[src/rtl/mem_port_arbiter.sv]
// mem_port_arbiter
// Shares one single-port memory between instruction fetch and the data stage.
// The data stage has fixed priority. A starvation counter forces a fetch win after
// MAX_WAIT consecutive lost cycles. Read data returns one cycle after issue.
//
// Ports
//   clk, reset                      clock, synchronous active-high reset
//   if_req, if_addr                 fetch read request
//   if_stall, if_valid, if_rdata    fetch stall / response
//   dm_req, dm_we, dm_addr,
//   dm_wdata                        data-stage access request
//   dm_stall, dm_valid, dm_rdata    data-stage stall / response
//   mem_en, mem_we, mem_addr,
//   mem_wdata, mem_rdata            shared memory port
//   owner                           debug: 00 none, 01 fetch, 10 data (this cycle)
module mem_port_arbiter #(
    parameter int unsigned ADDR_W   = 16,
    parameter int unsigned DATA_W   = 16,
    parameter int unsigned MAX_WAIT = 3
) (
    input  logic              clk,
    input  logic              reset,
    input  logic              if_req,
    input  logic [ADDR_W-1:0] if_addr,
    output logic              if_stall,
    output logic              if_valid,
    output logic [DATA_W-1:0] if_rdata,
    input  logic              dm_req,
    input  logic              dm_we,
    input  logic [ADDR_W-1:0] dm_addr,
    input  logic [DATA_W-1:0] dm_wdata,
    output logic              dm_stall,
    output logic              dm_valid,
    output logic [DATA_W-1:0] dm_rdata,
    output logic              mem_en,
    output logic              mem_we,
    output logic [ADDR_W-1:0] mem_addr,
    output logic [DATA_W-1:0] mem_wdata,
    input  logic [DATA_W-1:0] mem_rdata,
    output logic [1:0]        owner
);

    localparam int unsigned CNT_W = $clog2(MAX_WAIT + 1);

    typedef enum logic [1:0] {
        StIdle,
        StRspIf,
        StRspDm
    } state_e;

    state_e           state_q, state_d;
    logic [CNT_W-1:0] starve_q, starve_d;
    logic             rsp_read_q, rsp_read_d;

    logic force_if;
    logic grant_if;
    logic grant_dm;

    // Grants are suppressed during reset so the memory port stays quiet.
    always_comb begin
        force_if = (starve_q == CNT_W'(MAX_WAIT));
        grant_dm = ~reset & dm_req & ~(if_req & force_if);
        grant_if = ~reset & if_req & ~grant_dm;
    end

    always_comb begin
        mem_en    = grant_if | grant_dm;
        mem_we    = grant_dm & dm_we;
        mem_wdata = dm_wdata;
        mem_addr  = '0;
        if (grant_dm) begin
            mem_addr = dm_addr;
        end else if (grant_if) begin
            mem_addr = if_addr;
        end
        owner    = {grant_dm, grant_if};
        if_stall = if_req & ~grant_if;
        dm_stall = dm_req & ~grant_dm;
    end

    // Next state follows only this cycle's grant; any state may follow any other.
    always_comb begin
        state_d    = StIdle;
        rsp_read_d = grant_dm & ~dm_we;
        if (grant_if) begin
            state_d = StRspIf;
        end else if (grant_dm) begin
            state_d = StRspDm;
        end

        starve_d = starve_q;
        if (~if_req | grant_if) begin
            starve_d = '0;
        end else if (starve_q != CNT_W'(MAX_WAIT)) begin
            starve_d = starve_q + 1'b1;
        end
    end

    always_ff @(posedge clk) begin
        if (reset) begin
            state_q    <= StIdle;
            starve_q   <= '0;
            rsp_read_q <= 1'b0;
        end else begin
            state_q    <= state_d;
            starve_q   <= starve_d;
            rsp_read_q <= rsp_read_d;
        end
    end

    // Valids are masked by reset so a grant just before reset never responds.
    always_comb begin
        if_valid = ~reset & (state_q == StRspIf);
        dm_valid = ~reset & (state_q == StRspDm);
        if_rdata = if_valid ? mem_rdata : '0;
        dm_rdata = (dm_valid & rsp_read_q) ? mem_rdata : '0;
    end

endmodule

[config.mk]
export PLATFORM = sky130hd
export DESIGN_NAME = mem_port_arbiter
export DESIGN_NICKNAME = d
export VERILOG_FILES = /design/src/rtl/mem_port_arbiter.sv
export SDC_FILE = /design/constraint.sdc
export NUM_CORES = 1
export LEC_CHECK = 0
export CORE_UTILIZATION = 24
export DETAILED_ROUTE_END_ITERATION = 10
export PLACE_DENSITY = 0.93
export SETUP_SLACK_MARGIN = 0.1
export SKIP_LAST_GASP = 1
export SLEW_MARGIN = 20
export SYNTH_ARGS = -nofsm -noshare
export SYNTH_HDL_FRONTEND = slang
export SYNTH_SLANG_ARGS = --single-unit
[constraint.sdc]
create_clock -name clk -period 4.6 [get_ports clk]
set_clock_uncertainty 0.2 [all_clocks]
set_input_delay 0.92 -clock clk [delete_from_list [all_inputs] [get_ports clk]]
set_output_delay 0.92 -clock clk [all_outputs]
set_load 0.005 [all_outputs]
==> reports/qor.txt, run 1 <==
Fin. Hold Viols = 0
Count of yosys warnings during synthesis = 0
Class of the tightest hold or removal check = reg -> reg
Reg-to-reg startpoint = starve_q[0]
R2R Path End = state_q[0]
Post-synth net total = 188
Leakage power total = 0.705 nW
Total Routing Usage GR = 15.9%
Clock input transition at the sequential cells of the worst setup and hold paths = 30 ps
Highest net fanout along the worst path = 17
Floorplan Core Area = 3440 µm²
Share of final-layout standard cells stronger than drive strength 1 = 4.88%
Max Clk Rate = 255 MHz
Worst reg-to-reg path cell count = 3
Worst slew pin tran = 657 ps
Number of buffers on the longest clock path = 2
Number of antenna violations at the first check in global routing = 0
Worst endpoint required time = 3480 ps
Clock latency of the later-clocked register in the worst-skew pair = 220 ps
Clock tree from TritonCTS = yes
Worst voltage drop across the vdd grid = 0.000116 V
Netlist area before placement = 890 µm²
Number of global-route vias before repair = 1,107
Final period utilization = 85.3%
Headroom to the max-slew limit = 56.2%
Run status = finished, final reports clean
Num CTS Buffers = 3
Resized cells post-CTS = 0
Finish-stage setup viols = 0
Buffers inserted during post-CTS setup optimization = 0
Via Count = 1,171
Die Outline Area = 3950 µm²
Synthesized instance count = 118
Worst setup path class = in -> out
Post-synthesis register bit count = 5
Number of nets with antenna violations after detailed routing = 0
Final TNS setup = 0 ps
Row count = 21
Flop2flop setup slack = 2900 ps
Drt drc = 0
Synth Area per Inst = 7.54 µm²
Floorplan die height = 62.9 µm
Starting density of the core = 25.8%
Worst setup path start = reset
Capturing element type of the critical path = primary output
Maximum number of pins on one net before global-route repair = 20
Count of pins on the block boundary = 141
Register area share after synthesis = 11.3%
Sinks on the clock net = 5
Maximum Capacitance Violations = 0
Post-DR vias/cell = 4.67
Number of unique standard cell types used by synthesis = 24
Area growth from synthesis to final layout = 112%
HPWL after detailed placement = 2600 µm
Setup repair after global routing missed its margin = no
Hold buffer count at CTS = 0
Global-route wire length before repair = 5060 µm
Average wire per standard cell = 12.5 µm
Weighted congestion reported at the end of routability-driven placement = 0.730
Crit path to = if_rdata[11]
Cell area power density = 124 nW/µm²
Utilization after layout = 54.7%
Overflow left after global routing = 0
Nature of the critical path startpoint = primary input
Violation count after the first detailed-routing iteration = 48
Max-slew violation count = 0
Count of TritonRoute iterations in the first routing pass = 4
Data arrival time at the worst-slack endpoint = 2800 ps
Period minus WS final = 3920 ps
Inserted Diodes = 0
Post-detailed-routing wire length = 3140 µm
Number of buffers inserted by port buffering = 108
Clock tree root driver cell = clkbuf_8
H-tree depth = 1
Overall die width = 62.9 µm
Number of nets in the layout = 276
-- layout by cell type, fill, tap and decap left out --
cell type / instances
o21a_1: 1
a21boi_4: 1
inv_1: 1
buf_4: 2
nor2_1: 18
nor3b_1: 1
and3_1: 2
a32oi_1: 16
clkbuf_8: 3
and4bb_2: 1
and2_1: 34
ha_1: 1
and4b_1: 1
nor3_4: 1
nand2b_1: 1
clkdlybuf4s50_1: 108
clkbuf_1: 1
nor2b_1: 3
dfxtp_1: 5
a21boi_0: 1
nand2_1: 1
nor2b_2: 1
nor3b_4: 1
-- stage by stage --
step                worst slack [ps]  hold slack [ps]  total power [mW]  cell area, µm²  std cells
finish                           677              391             0.234            1880        251
global route                     517              401             0.250            1880        251
CTS                              645              395             0.238            1880        251
detailed placement               641              390             0.156            1840        247
global placement                 654              379             0.154            1840        247
floorplan                       1970              366            0.0914             890        118
-- worst min-delay path by stage --
stage / from / to / slack, ps / depth (start not counted)
5_1_grt: starve_q[0] / starve_q[0] / 400 / 1
3_3_place_gp: starve_q[0] / starve_q[0] / 380 / 1
6_report: starve_q[0] / starve_q[0] / 390 / 1
2_1_floorplan: starve_q[0] / starve_q[0] / 370 / 1
4_1_cts: starve_q[0] / starve_q[0] / 390 / 1
3_5_place_dp: starve_q[0] / starve_q[0] / 390 / 1
-- cell type report --
cell class | count | area, µm²
fillers | 315 | 1560
repair buffers | 110 | 1100
multi-input cells | 85 | 582
flip-flops and latches | 5 | 100
well taps | 46 | 57.6
clock buffers | 4 | 45.0
inverters | 1 | 3.75
-- synth_stat cells --
cell,n,share of area [%]
a32oi_1,16,16
buf_6,2,2.5
nor2_1,18,7.6
and2_1,34,24
and4b_1,1,1.1
nand2_1,1,0.42
o21a_1,1,0.84
buf_4,19,16
and4bb_2,1,1.4
nor3b_4,1,2.1
a21boi_4,1,2.1
nor2b_1,3,2.1
dfxtp_1,5,11
inv_1,1,0.42
nor2b_2,1,0.98
nor3_4,1,1.8
buf_2,4,2.3
a21boi_0,1,0.84
buf_8,1,1.7
nand2b_1,1,0.70
clkbuf_1,1,0.42
nor3b_1,1,0.84
and3_1,2,1.4
ha_1,1,1.4
-- critical path, cell delays in order --
cell	delay, ps
clkdlybuf4s50_1	620
nor3b_4	560
and2_1	210
clkdlybuf4s50_1	490
-- where the power goes --
group | switching [mW] | total [mW] | internal (mW)
logic | 0.0343 | 0.108 | 0.0735
clock network | 0.0206 | 0.0800 | 0.0594
registers | 0.00126 | 0.0466 | 0.0453
-- logic make-up after synthesis --
logic type                 share of synthesized area [%]
adders and majority gates                           1.41
AOI/OAI and AO/OA                                   19.6
DFF                                                 11.3
and+or+nand+nor                                     44.4
buffers and inverters                               23.3
-- state kept, by name, summed over array words and instances (netlist names) --
signal	flops
rsp_read_q	1
starve_q	2
state_q	2
-- per-layer routing --
| metal | vias to the layer above | wire length, µm | global-route usage (%) |
|---|---|---|---|
| met2 | 84 | 1620 | 29.7 |
| met5 | - | 0 | 0 |
| met3 | 2 | 333 | 5.66 |
| met1 | 520 | 1180 | 16.8 |
| met4 | 0 | 6 | 3.49 |
| li1 | 565 | - | - |
Power figures use the tool's default switching activity.
==> inputs of run 2 (changes only) <==
--- a/config.mk
+++ b/config.mk
@@ -8,6 +8,7 @@
 export CORE_UTILIZATION = 24
 export DETAILED_ROUTE_END_ITERATION = 10
 export PLACE_DENSITY = 0.93
+export RECOVER_POWER = 25
 export SETUP_SLACK_MARGIN = 0.1
 export SKIP_LAST_GASP = 1
 export SLEW_MARGIN = 20
==> run 2 against run 1 <==
Flip-flop and latch count is the same. Final cell count is the same. Combinational power is essentially flat. Design area is the same. Count of clock-buffer cells in the layout is the same. Non-clock buffer count is the same. Highest routed layer unchanged. Largest power group unchanged. Register-to-register slack is essentially flat. Clock power is essentially flat. Routed wire length is the same. Power is essentially flat. Critical path depth is the same. Worst setup slack lost 55 ps.
==> reports/qor.txt, run 2 (same netlist as run 1, synthesis figures left out) <==
Run status = finished, final reports clean (unchanged)
Violation count after the first detailed-routing iteration = 48 (unchanged)
HPWL after detailed placement = 2600 µm (unchanged)
Flop2flop setup slack = 2900 ps (about the same)
Inserted Diodes = 0 (unchanged)
Worst setup path start = reset (unchanged)
Nature of the critical path startpoint = primary input (unchanged)
Max Clk Rate = 251 MHz (was 255 MHz)
Floorplan die height = 62.9 µm (unchanged)
Fraction of power consumed by combinational cells = 45.9% (was 46.0%)
Hold EP = starve_q[0] (unchanged)
Post-DR vias/cell = 4.67 (unchanged)
Headroom to the max-slew limit = 56.2% (unchanged)
Leakage power total = 0.705 nW (about the same)
Number of buffers on the longest clock path = 2 (unchanged)
Clock latency of the later-clocked register in the worst-skew pair = 220 ps (about the same)
Sinks on the clock net = 5 (unchanged)
Worst setup path class = in -> out (unchanged)
Clock tree root driver cell = clkbuf_8 (unchanged)
Clock input transition at the sequential cells of the worst setup and hold paths = 30 ps (about the same)
Delay of the slowest critical-path stage = 700 ps (was 620 ps)
Data arrival time at the worst-slack endpoint = 2860 ps (was 2800 ps)
Finish-stage setup viols = 0 (unchanged)
Number of buffers inserted by port buffering = 108 (unchanged)
Period minus WS final = 3980 ps (was 3920 ps)
Clk network pwr share = 34.2% (about the same)
Overflow left after global routing = 0 (unchanged)
R2R Path End = state_q[0] (unchanged)
Crit-path slowest cell = dlygate4sd3_1 (was clkdlybuf4s50_1)
Max-slew violation count = 0 (unchanged)
Number of nets in the layout = 276 (unchanged)
Cell area power density = 124 nW/µm² (about the same)
Post-detailed-routing wire length = 3140 µm (unchanged)
H-tree depth = 1 (unchanged)
Design area = 1880 µm² (unchanged)
Hold buffer count at CTS = 0 (unchanged)
Buffers inserted during post-CTS setup optimization = 0 (unchanged)
Via Count = 1,171 (unchanged)
Cells along the critical path = dlygate4sd3_1 -> nor3b_4 -> and2_1 -> clkdlybuf4s50_1 (was clkdlybuf4s50_1 -> nor3b_4 -> and2_1 -> clkdlybuf4s50_1)
Number of antenna violations at the first check in global routing = 0 (unchanged)
Row count = 21 (unchanged)
Capturing element type of the critical path = primary output (unchanged)
Worst voltage drop across the vdd grid = 0.000115 V (was 0.000116 V)
Num CTS Buffers = 3 (unchanged)
Final TNS setup = 0 ps (unchanged)
Post-placement cell area = 1840 µm² (unchanged)
Worst path top cell family by delay = buffers and inverters (unchanged)
Count of pins on the block boundary = 141 (unchanged)
Top library cells by usage in the layout, fill and taps aside = 107 x clkdlybuf4s50_1, 34 x and2_1, 18 x nor2_1 (was 108 x clkdlybuf4s50_1, 34 x and2_1, 18 x nor2_1)
Number of cells traversed by the worst hold path = 1 (unchanged)
Number of filler cells placed in the layout = 315 (unchanged)
Starting density of the core = 25.8% (unchanged)
Final period utilization = 86.5% (was 85.3%)
Drt drc = 0 (unchanged)
Class of the tightest hold or removal check = reg -> reg (unchanged)
Total internal power = 0.178 mW (about the same)
Total Routing Usage GR = 15.9% (unchanged)
Leading registers by flop count = starve_q (2), state_q (2), rsp_read_q (1) (unchanged)
Relative contribution of sequential cells to total power = 19.9% (about the same)
Leading cell type in the layout, fill and taps excluded = clkdlybuf4s50_1 (unchanged)
Worst reg-to-reg path cell count = 3 (unchanged)
Worst slew pin tran = 657 ps (unchanged)
Overall die width = 62.9 µm (unchanged)
Area growth from synthesis to final layout = 112% (unchanged)
Sw Share = 24.0% (about the same)
Setup repair after global routing missed its margin = no (unchanged)
Buf/Inv on CP = 2 (unchanged)
Net switching component of the power = 0.0562 mW (unchanged)
Floorplan Core Area = 3440 µm² (unchanged)
Maximum Capacitance Violations = 0 (unchanged)
Number of placed instances with taps included = 247 (unchanged)
Number of nets with antenna violations after detailed routing = 0 (unchanged)
Resized cells post-CTS = 0 (unchanged)
Maximum number of pins on one net before global-route repair = 20 (unchanged)
Fin. Hold Viols = 0 (unchanged)
Hold_sp = starve_q[0] (unchanged)
Worst endpoint required time = 3480 ps (about the same)
Number of global-route vias before repair = 1,107 (unchanged)
Global-route wire length before repair = 5060 µm (unchanged)
Highest net fanout along the worst path = 17 (unchanged)
Reg-to-reg startpoint = starve_q[0] (unchanged)
Count of TritonRoute iterations in the first routing pass = 4 (unchanged)
Average wire per standard cell = 12.5 µm (unchanged)
Number of cells in the finished layout apart from fillers = 251 (unchanged)
Weighted congestion reported at the end of routability-driven placement = 0.730 (unchanged)
Die Outline Area = 3950 µm² (unchanged)
Clock tree from TritonCTS = yes (unchanged)
Share of final-layout standard cells stronger than drive strength 1 = 4.88% (unchanged)
-- run 2: worst register-to-register path: cells and delay by family (launching register included) --
family | cells | cell delay [ps]
AND/OR/NAND/NOR | 2 | 810
flip-flops | 1 | 300
adder cells (fa/ha/maj) | 1 | 270
-- run 2: routing by layer --
layer / GRT usage (%) / up-vias / routed length (µm)
met5: 0 / - / 0
met3: 5.66 / 2 / 333
met2: 29.7 / 84 / 1620
met1: 16.8 / 520 / 1180
met4: 3.49 / 0 / 6
li1: - / 565 / -
-- run 2: metrics by stage --
step / hold slack [ps] / util [%] / worst slack (ps) / total power [mW]
6_report: 391 / 54.7 / 622 / 0.234
3_5_place_dp: 390 / 53.4 / 641 / 0.156
2_1_floorplan: 366 / - / 1970 / 0.0914
5_1_grt: 401 / 54.7 / 470 / 0.250
4_1_cts: 395 / 54.7 / 645 / 0.238
3_3_place_gp: 379 / 53.4 / 654 / 0.154
-- run 2: area by class of cell --
class                           instances  area (µm²)  area share [%]
Sequential cell                         5         100            5.31
Multi-Input combinational cell         85         582            30.9
Clock buffer                            4        45.0            2.39
Timing Repair Buffer                  110        1100            58.2
Inverter                                1        3.75           0.199
Tap cell                               46        57.6            3.05
-- run 2: power by group through the flow --
stage / sequential [mW] / combinational (mW) / clock, mW
CTS: 0.0465 / 0.109 / 0.0829
detailed placement: 0.0472 / 0.108 / 0
global route: 0.0466 / 0.117 / 0.0861
global placement: 0.0471 / 0.106 / 0
floorplan: 0.0470 / 0.0445 / 0
finish: 0.0466 / 0.108 / 0.0800
-- run 2: how the worst max path moves through the flow --
| stage | to | slack, ps | depth (start not counted) |
|---|---|---|---|
| CTS | dm_rdata[12] | 640 | 4 |
| global route | if_rdata[5] | 470 | 4 |
| detailed placement | dm_rdata[12] | 640 | 4 |
| global placement | if_rdata[0] | 650 | 4 |
| finish | if_rdata[11] | 620 | 4 |
| floorplan | owner[0] | 1970 | 5 |
==> inputs of run 3 (changes only) <==
==> constraint.sdc (replaced) <==
create_clock -name clk -period 4.6 [get_ports clk]
set_clock_uncertainty 0.2 [all_clocks]
set_input_delay 0.69 -clock clk [delete_from_list [all_inputs] [get_ports clk]]
set_output_delay 0.69 -clock clk [all_outputs]
set_load 0.005 [all_outputs]
==> run 3 against run 2 <==
Largest power group unchanged. Sequential power about the same. Flip-flop and latch count unchanged. Critical path depth unchanged. Worst setup slack improved by 480 ps. Worst hold slack improved by 14 ps. Largest cell class unchanged. Maximum frequency increased by 14%. First-iteration DRC count increased by 58%.
==> reports/qor.txt, run 3 (same netlist as run 1, synthesis figures left out) <==
Worst voltage drop across the vdd grid = 0.000150 V (was 0.000115 V)
Num CTS Buffers = 3 (unchanged)
Worst slew pin tran = 671 ps (was 657 ps)
Share of final-layout standard cells stronger than drive strength 1 = 4.88% (unchanged)
Run status = finished, final reports clean (unchanged)
Number of global-route vias before repair = 1,132 (was 1,107)
Starting density of the core = 25.8% (unchanged)
Number of nets with antenna violations after detailed routing = 0 (unchanged)
Inserted Diodes = 0 (unchanged)
Maximum number of pins on one net before global-route repair = 20 (unchanged)
Finish-stage setup viols = 0 (unchanged)
Overflow left after global routing = 0 (unchanged)
Number of buffers on the longest clock path = 2 (unchanged)
Delay of the slowest critical-path stage = 690 ps (was 700 ps)
Floorplan Core Area = 3440 µm² (unchanged)
Design area = 1880 µm² (unchanged)
Hold buffer count at CTS = 0 (unchanged)
Die Outline Area = 3950 µm² (unchanged)
Area growth from synthesis to final layout = 112% (unchanged)
HPWL after detailed placement = 2580 µm (was 2600 µm)
Top library cells by usage in the layout, fill and taps aside = 107 x clkdlybuf4s50_1, 34 x and2_1, 18 x nor2_1 (unchanged)
Max Clk Rate = 286 MHz (was 251 MHz)
Capturing element type of the critical path = primary output (unchanged)
Worst setup path start = reset (unchanged)
Final period utilization = 76.1% (was 86.5%)
Hold_sp = starve_q[0] (unchanged)
Row count = 21 (unchanged)
Buffers inserted during post-CTS setup optimization = 0 (unchanged)
Worst setup path class = in -> out (unchanged)
Cell area power density = 123 nW/µm² (was 124 nW/µm²)
Number of antenna violations at the first check in global routing = 0 (unchanged)
Final TNS setup = 0 ps (unchanged)
Worst endpoint required time = 3710 ps (was 3480 ps)
Leading registers by flop count = starve_q (2), state_q (2), rsp_read_q (1) (unchanged)
Nature of the critical path startpoint = primary input (unchanged)
Number of nets in the layout = 276 (unchanged)
Post-detailed-routing wire length = 3080 µm (was 3140 µm)
Violation count after the first detailed-routing iteration = 76 (was 48)
Total chip power = 0.232 mW (was 0.234 mW)
Maximum Capacitance Violations = 0 (unchanged)
Period minus WS final = 3500 ps (was 3980 ps)
Utilization after layout = 54.7% (unchanged)
Weighted congestion reported at the end of routability-driven placement = 0.730 (about the same)
Floorplan die height = 62.9 µm (unchanged)
Average wire per standard cell = 12.3 µm (was 12.5 µm)
Via Count = 1,183 (was 1,171)
Reg-to-reg startpoint = starve_q[0] (unchanged)
Clock tree from TritonCTS = yes (unchanged)
Total Routing Usage GR = 15.2% (was 15.9%)
Max-slew violation count = 0 (unchanged)
Class of the tightest hold or removal check = reg -> reg (unchanged)
Data arrival time at the worst-slack endpoint = 2610 ps (was 2860 ps)
Crit-path slowest cell = dlygate4sd3_1 (unchanged)
Highest net fanout along the worst path = 17 (unchanged)
Clock latency of the later-clocked register in the worst-skew pair = 220 ps (about the same)
Post-placement cell area = 1840 µm² (unchanged)
Setup repair after global routing missed its margin = no (unchanged)
Clock input transition at the sequential cells of the worst setup and hold paths = 30 ps (about the same)
Clock tree root driver cell = clkbuf_8 (unchanged)
Count of pins on the block boundary = 141 (unchanged)
Drt drc = 0 (unchanged)
Number of buffers inserted by port buffering = 108 (unchanged)
Count of TritonRoute iterations in the first routing pass = 4 (unchanged)
H-tree depth = 1 (unchanged)
Cells along the critical path = dlygate4sd3_1 -> nor3b_4 -> and2_1 -> clkdlybuf4s50_1 (unchanged)
Headroom to the max-slew limit = 55.2% (was 56.2%)
Global-route wire length before repair = 4930 µm (was 5060 µm)
Fin. Hold Viols = 0 (unchanged)
Resized cells post-CTS = 0 (unchanged)
Post-DR vias/cell = 4.71 (was 4.67)
Overall die width = 62.9 µm (unchanged)
Leakage power total = 0.705 nW (unchanged)
Leading cell type in the layout, fill and taps excluded = clkdlybuf4s50_1 (unchanged)
Sinks on the clock net = 5 (unchanged)
## run 3: cell counts in the layout (fill, tap and decap cells not counted)
Identical to the previous run, type by type.
## run 3: per-layer routing
metal  up-vias  GRT usage (%)  part of all wire [%]
met5         -              0                     0
met3         0           6.75                    12
met1       541           14.4                    35
li1        566              -                     -
met4         0          0.872                     0
met2        76           30.5                    54
## run 3: worst paths after layout
kind	endpoint	slack [ps]	cells after the start
worst max-delay path	if_rdata[6]	1100	4
worst min-delay path	starve_q[0]	410	1
worst max register to register	state_q[0]	2900	3
worst min register to register	starve_q[0]	410	1
## run 3: critical path, delay by kind of cell
| family | cells | cell delay (ps) |
|---|---|---|
| simple gates | 2 | 730 |
| buf+inv | 2 | 1190 |
## run 3: where the power goes
group          switching [mW]  internal, mW
clock                  0.0194        0.0593
combinational          0.0339        0.0732
sequential            0.00128        0.0453
total                  0.0546         0.178
## run 3: through the flow
step / hold slack [ps] / std cells / worst slack (ps)
CTS: 407 / 251 / 1110
global route: 422 / 251 / 927
detailed placement: 403 / 247 / 1110
floorplan: 366 / 118 / 2430
finish: 406 / 251 / 1100
global placement: 379 / 247 / 1110
## run 3: cell type report
| cell class | count | area, µm² |
|---|---|---|
| Fill cell | 308 | 1560 |
| Timing Repair Buffer | 110 | 1100 |
| Multi-Input combinational cell | 85 | 582 |
| Sequential cell | 5 | 100 |
| Tap cell | 46 | 57.6 |
| Clock buffer | 4 | 45.0 |
| Inverter | 1 | 3.75 |
==> RTL change 1: new RTL, config.mk and constraints of run 2 <==
`MAX_WAIT`: 3 -> 6.
--- a/src/rtl/mem_port_arbiter.sv
+++ b/src/rtl/mem_port_arbiter.sv
@@ -17,5 +17,5 @@
     parameter int unsigned ADDR_W   = 16,
     parameter int unsigned DATA_W   = 16,
-    parameter int unsigned MAX_WAIT = 3
+    parameter int unsigned MAX_WAIT = 6
 ) (
     input  logic              clk,
Formal check against the unedited RTL: not equivalent (a bounded check fails within 4 cycles, from zero or initial values and one cycle with reset high).
==> RTL change 1 against run 2 <==
Setup slack better by 81 ps; cell area up 9.9%; clock power down 5.8%; wire length up 18%; total power up 5.6%; synthesized area up 20%; maximum frequency up 2.1%; non-clock buffer count up 2; critical endpoint is now mem_addr[13]; sequential cell count up 1.
==> RTL change 1: results (changes against run 2) <==
{| class="wikitable"
! Metric !! Value
|-
| Result of the run || completed (unchanged)
|-
| Number of global-route vias before repair || 1188 (was 1107)
|-
| Post-DP HPWL || 2970 um (was 2600 um)
|-
| Critical Path Sink || mem_addr[13] (was if_rdata[11])
|-
| Count of routing violations after the opening detailed-route iteration || 30 (was 48)
|-
| Layout filler cell count || 416 (was 315)
|-
| Capturing point of the worst reg2reg path || rsp_read_q (was state_q[0])
|-
| Wire length of the first global-routing pass || 5260 um (was 5060 um)
|-
| Sequential element share of the synthesized area || 11.2% (was 11.3%)
|-
| Max stage delay cell, worst path || sky130_fd_sc_hd__and3_1 (was sky130_fd_sc_hd__dlygate4sd3_1)
|-
| Static leakage || 0.727 nW (was 0.705 nW)
|-
| Arrival time reported for the critical path endpoint || 2780 ps (was 2860 ps)
|-
| Worst reg2reg setup slack || 2870 ps (was 2900 ps)
|-
| Net count after synthesis || 215 (was 188)
|-
| Cells taking the most area after synthesis || sky130_fd_sc_hd__nand3b_1 (23%), sky130_fd_sc_hd__and2_1 (19%), sky130_fd_sc_hd__buf_4 (14%) (was sky130_fd_sc_hd__and2_1 (24%), sky130_fd_sc_hd__buf_4 (16%), sky130_fd_sc_hd__a32oi_1 (16%))
|-
| Cell accounting for the most synthesized area || sky130_fd_sc_hd__nand3b_1 (was sky130_fd_sc_hd__and2_1)
|-
| Commonest cells post-synth || sky130_fd_sc_hd__nand3b_1 (33), sky130_fd_sc_hd__and2_1 (32), sky130_fd_sc_hd__buf_4 (20) (was sky130_fd_sc_hd__and2_1 (34), sky130_fd_sc_hd__buf_4 (19), sky130_fd_sc_hd__nor2_1 (18))
|-
| Worst-path maximum fanout || 21 (was 17)
|-
| Complex-gate fraction of the synthesized area || 12.6% (was 19.5%)
|-
| Vias after detailed routing || 1343 (was 1171)
|-
| Area share of fa/ha/maj cells after synthesis || 2.34% (was 1.41%)
|-
| Source of the critical timing path || if_req (was reset)
|-
| Overall Global Routing Usage || 14.7% (was 15.9%)
|-
| Regs by FF count || starve_q x3, state_q x2, rsp_read_q x1 (was starve_q x2, state_q x2, rsp_read_q x1)
|-
| Worst reg2reg path depth || 4 (was 3)
|-
| Placer congestion estimate || 0.715 (was 0.730)
|-
| Worst vdd rail ir drop || 0.0897 mV (was 0.115 mV)
|-
| Number of nets at the end of the flow || 300 (was 276)
|-
| Largest incremental delay on the critical path || 660 ps (was 700 ps)
|}
## RTL change 1: cell types whose count changed after synthesis, sizes merged, moves of 3 or more
| cell | change |
|---|---|
| nor2 | -12 |
| a32oi | -16 |
| o22ai | +16 |
| clkbuf | +3 |
| nor2b | -4 |
| nand3b | +33 |
## RTL change 1: cell type report
cell class	count	share of cell area, %
tap	50	3.02
clock buffer	3	1.99
inverter	1	0.181
multi-input combinational	105	35.3
timing repair buffer	112	53.7
sequential	6	5.80
## RTL change 1: kinds of logic (layout without fill, tap and decap cells)
kind of cell,after synthesis,after routing
AND/OR/NAND/NOR,82,82
buffers and inverters,33,116
AO/OA/AOI/OAI,21,21
flip-flops,6,6
adder cells (fa/ha/maj),2,2
## RTL change 1: through the flow
stage | hold WS [ps] | cell area (sq um) | std cells | setup slack (ps)
finish | 285 | 2070 | 277 | 702
global route | 309 | 2070 | 277 | 599
CTS | 289 | 2070 | 277 | 724
detailed placement | 280 | 2030 | 274 | 723
global placement | 257 | 2030 | 274 | 764
floorplan | 241 | 1070 | 144 | 1920
## RTL change 1: worst reg2reg max path, cell delays in order (launching register included)
cell	delay (ps)
sky130_fd_sc_hd__dfxtp_1	330
sky130_fd_sc_hd__inv_1	70
sky130_fd_sc_hd__ha_1	210
sky130_fd_sc_hd__and3_1	670
sky130_fd_sc_hd__nor3_1	100
## RTL change 1: worst min-delay path by stage
stage	start	endpoint	slack (ps)	cells after the start
after floorplan	starve_q[0]	starve_q[0]	240	1
after global placement	starve_q[0]	starve_q[0]	260	1
after detailed placement	starve_q[0]	starve_q[0]	280	1
after CTS	starve_q[0]	starve_q[0]	290	1
after global routing	starve_q[0]	starve_q[0]	310	1
final	starve_q[0]	starve_q[0]	290	1
## RTL change 1: report_power, final
part / switching (mW) / internal, mW
sequential: 0.00133 / 0.0540
combinational: 0.0366 / 0.0799
clock: 0.0195 / 0.0559
## RTL change 1: routing by layer
layer	global-route usage [%]	part of all wire, %	vias up
met3	5.76	14	2
li1	-	-	652
met5	0	0	-
met2	28.7	50	95
met1	14.9	36	594
met4	1.53	0.054	0
==> RTL change 2: new RTL, settings of run 2 <==
Without the edit above. The 3 states of `state_e` get a one-hot encoding in 3 bits.
--- a/src/rtl/mem_port_arbiter.sv
+++ b/src/rtl/mem_port_arbiter.sv
@@ -43,8 +43,8 @@
     localparam int unsigned CNT_W = $clog2(MAX_WAIT + 1);
 
-    typedef enum logic [1:0] {
-        StIdle,
-        StRspIf,
-        StRspDm
+    typedef enum logic [2:0] {
+        StIdle  = 3'b001,
+        StRspIf = 3'b010,
+        StRspDm = 3'b100
     } state_e;
 
Check against the original RTL: same outputs for any inputs over 10 cycles, from zero or initial values and one cycle with reset high; not proved beyond that.
==> RTL change 2 against run 2 <==
Combinational power rose by 8%; die area rose by 21%; wire length rose by 9.3%; cell area rose by 12%; highest routed layer unchanged; global-route usage fell by 1.5 points; register-to-register slack got worse by 140 ps; sequential cell count rose by 1; core utilization fell by 6.2 points; setup slack got worse by 150 ps; sequential share of layout area rose by 0.38 points; synthesized area rose by 22%; synthesized cell count rose by 32%; largest power group unchanged; total power rose by 7.2%; count of clock-buffer cells in the layout fell by 1.
==> RTL change 2: results (changes against run 2) <==
{| class="wikitable"
! Metric !! Value
|-
| Result of the run || completed (unchanged)
|-
| Sequential element share of the synthesized area || 11.0% (was 11.3%)
|-
| Worst vdd rail ir drop || 0.115 mV (about the same)
|-
| Share of cells above drive strength 1 || 7.50% (was 4.88%)
|-
| Vias after detailed routing || 1338 (was 1171)
|-
| Ant. Diodes || 0 (unchanged)
|-
| Switching power of the nets || 0.0635 mW (was 0.0562 mW)
|-
| Leading register cell type out of synthesis || sky130_fd_sc_hd__dfxtp_1 (unchanged)
|-
| Count of different cell masters after synthesis || 23 (was 24)
|-
| Category of cells accounting for the largest share of critical-path delay || simple AND/OR/NAND/NOR gates (was buffers and inverters)
|-
| Area after detailed placement || 2070 sq um (was 1840 sq um)
|-
| Number of nets at the end of the flow || 312 (was 276)
|-
| Arrival time reported for the critical path endpoint || 3000 ps (was 2860 ps)
|-
| Net count after synthesis || 226 (was 188)
|-
| Aggregate routed wire length || 3430 um (was 3140 um)
|-
| Static leakage || 0.795 nW (was 0.705 nW)
|-
| Max-Slew Margin vs Limit || 49.3% (was 56.2%)
|-
| Largest net degree at the start of global routing || 44 (was 20)
|-
| Post-placement cell count || 289 (was 247)
|-
| Count of routing violations after the opening detailed-route iteration || 18 (was 48)
|-
| Placer congestion estimate || 0.716 (was 0.730)
|-
| Layout filler cell count || 432 (was 315)
|-
| Regs by FF count || state_q x3, starve_q x2, rsp_read_q x1 (was starve_q x2, state_q x2, rsp_read_q x1)
|-
| Mean instance size in the synthesized netlist || 6.97 sq um (was 7.54 sq um)
|-
| Maximum buffer depth of the clock tree || 2 (unchanged)
|-
| Wire length of the first global-routing pass || 5730 um (was 5060 um)
|-
| Cells taking the most area after synthesis || sky130_fd_sc_hd__nand2b_1 (19%), sky130_fd_sc_hd__o32ai_1 (13%), sky130_fd_sc_hd__buf_4 (12%) (was sky130_fd_sc_hd__and2_1 (24%), sky130_fd_sc_hd__buf_4 (16%), sky130_fd_sc_hd__a32oi_1 (16%))
|-
| Via density || 4.58 (was 4.67)
|-
| Commonest cells post-synth || sky130_fd_sc_hd__nand2b_1 (33), sky130_fd_sc_hd__inv_1 (19), sky130_fd_sc_hd__buf_4 (18) (was sky130_fd_sc_hd__and2_1 (34), sky130_fd_sc_hd__buf_4 (19), sky130_fd_sc_hd__nor2_1 (18))
|-
| Post-DP HPWL || 2820 um (was 2600 um)
|-
| Start point of the worst min-delay path || starve_q[0] (unchanged)
|-
| Max stage delay cell, worst path || sky130_fd_sc_hd__or4b_1 (was sky130_fd_sc_hd__dlygate4sd3_1)
|-
| Largest incremental delay on the critical path || 860 ps (was 700 ps)
|-
| Overall Global Routing Usage || 14.4% (was 15.9%)
|}
-- RTL change 2: changes by cell type after synthesis, moves of 2 or more --
| cell | run 2 | this run |
|---|---|---|
| sky130_fd_sc_hd__nand2b_1 | 1 | 33 |
| sky130_fd_sc_hd__and2_1 | 34 | 16 |
| sky130_fd_sc_hd__inv_1 | 1 | 19 |
| sky130_fd_sc_hd__a32oi_1 | 16 | 0 |
| sky130_fd_sc_hd__o32ai_1 | 0 | 16 |
| sky130_fd_sc_hd__nor2_1 | 18 | 6 |
| sky130_fd_sc_hd__clkbuf_1 | 1 | 10 |
| sky130_fd_sc_hd__nor3_2 | 0 | 9 |
| sky130_fd_sc_hd__nor3_1 | 0 | 8 |
| sky130_fd_sc_hd__buf_2 | 4 | 1 |
| sky130_fd_sc_hd__and3_1 | 2 | 0 |
-- RTL change 2: final timing paths --
kind | depth (start not counted) | to | slack (ps)
worst max-delay path | 4 | dm_rdata[0] | 480
worst min-delay path | 1 | starve_q[0] | 230
worst max register to register | 4 | starve_q[0] | 2760
worst min register to register | 1 | starve_q[0] | 230
-- RTL change 2: kinds of logic after synthesis --
family	after synthesis	share of synthesized area, %
and+or+nand+nor	80	48.6
buffers and inverters	50	24.3
AOI/OAI and AO/OA	19	15.0
DFF	6	11.0
adders and majority gates	1	1.15
-- RTL change 2: cell type report --
class | count | area, sq um | share of cell area (%)
clock buffers | 3 | 41.3 | 1.95
inverters | 19 | 71.3 | 3.38
multi-input cells | 100 | 703 | 33.3
flip-flops and latches | 6 | 120 | 5.69
well taps | 52 | 65.1 | 3.08
repair buffers | 112 | 1110 | 52.6
-- RTL change 2: worst register-to-register path, cell delays in order (launching register included) --
cell	delay [ps]
sky130_fd_sc_hd__dfxtp_1	300
sky130_fd_sc_hd__ha_1	230
sky130_fd_sc_hd__nor2b_1	610
sky130_fd_sc_hd__buf_4	250
sky130_fd_sc_hd__nor3b_1	170
-- RTL change 2: power groups by stage --
stage / Clock [mW] / Combinational (mW) / Sequential, mW
global placement: 0 / 0.116 / 0.0564
CTS: 0.0818 / 0.119 / 0.0557
floorplan: 0 / 0.0531 / 0.0562
finish: 0.0782 / 0.117 / 0.0557
detailed placement: 0 / 0.118 / 0.0565
global route: 0.0842 / 0.128 / 0.0559
-- RTL change 2: through the flow --
step / hold slack [ps] / setup slack [ps] / power, mW / util [%]
after floorplan: 203 / 1640 / 0.109 / -
after global placement: 214 / 504 / 0.173 / 47.6
after detailed placement: 226 / 448 / 0.175 / 47.6
after CTS: 231 / 449 / 0.256 / 48.5
after global routing: 235 / 335 / 0.268 / 48.5
final: 229 / 476 / 0.251 / 48.5
-- RTL change 2: metal layers --
layer	wire, um	global-route usage (%)
met3	305	4.22
met5	0	0
met4	88	6.12
met1	1250	14.6
met2	1780	27.0
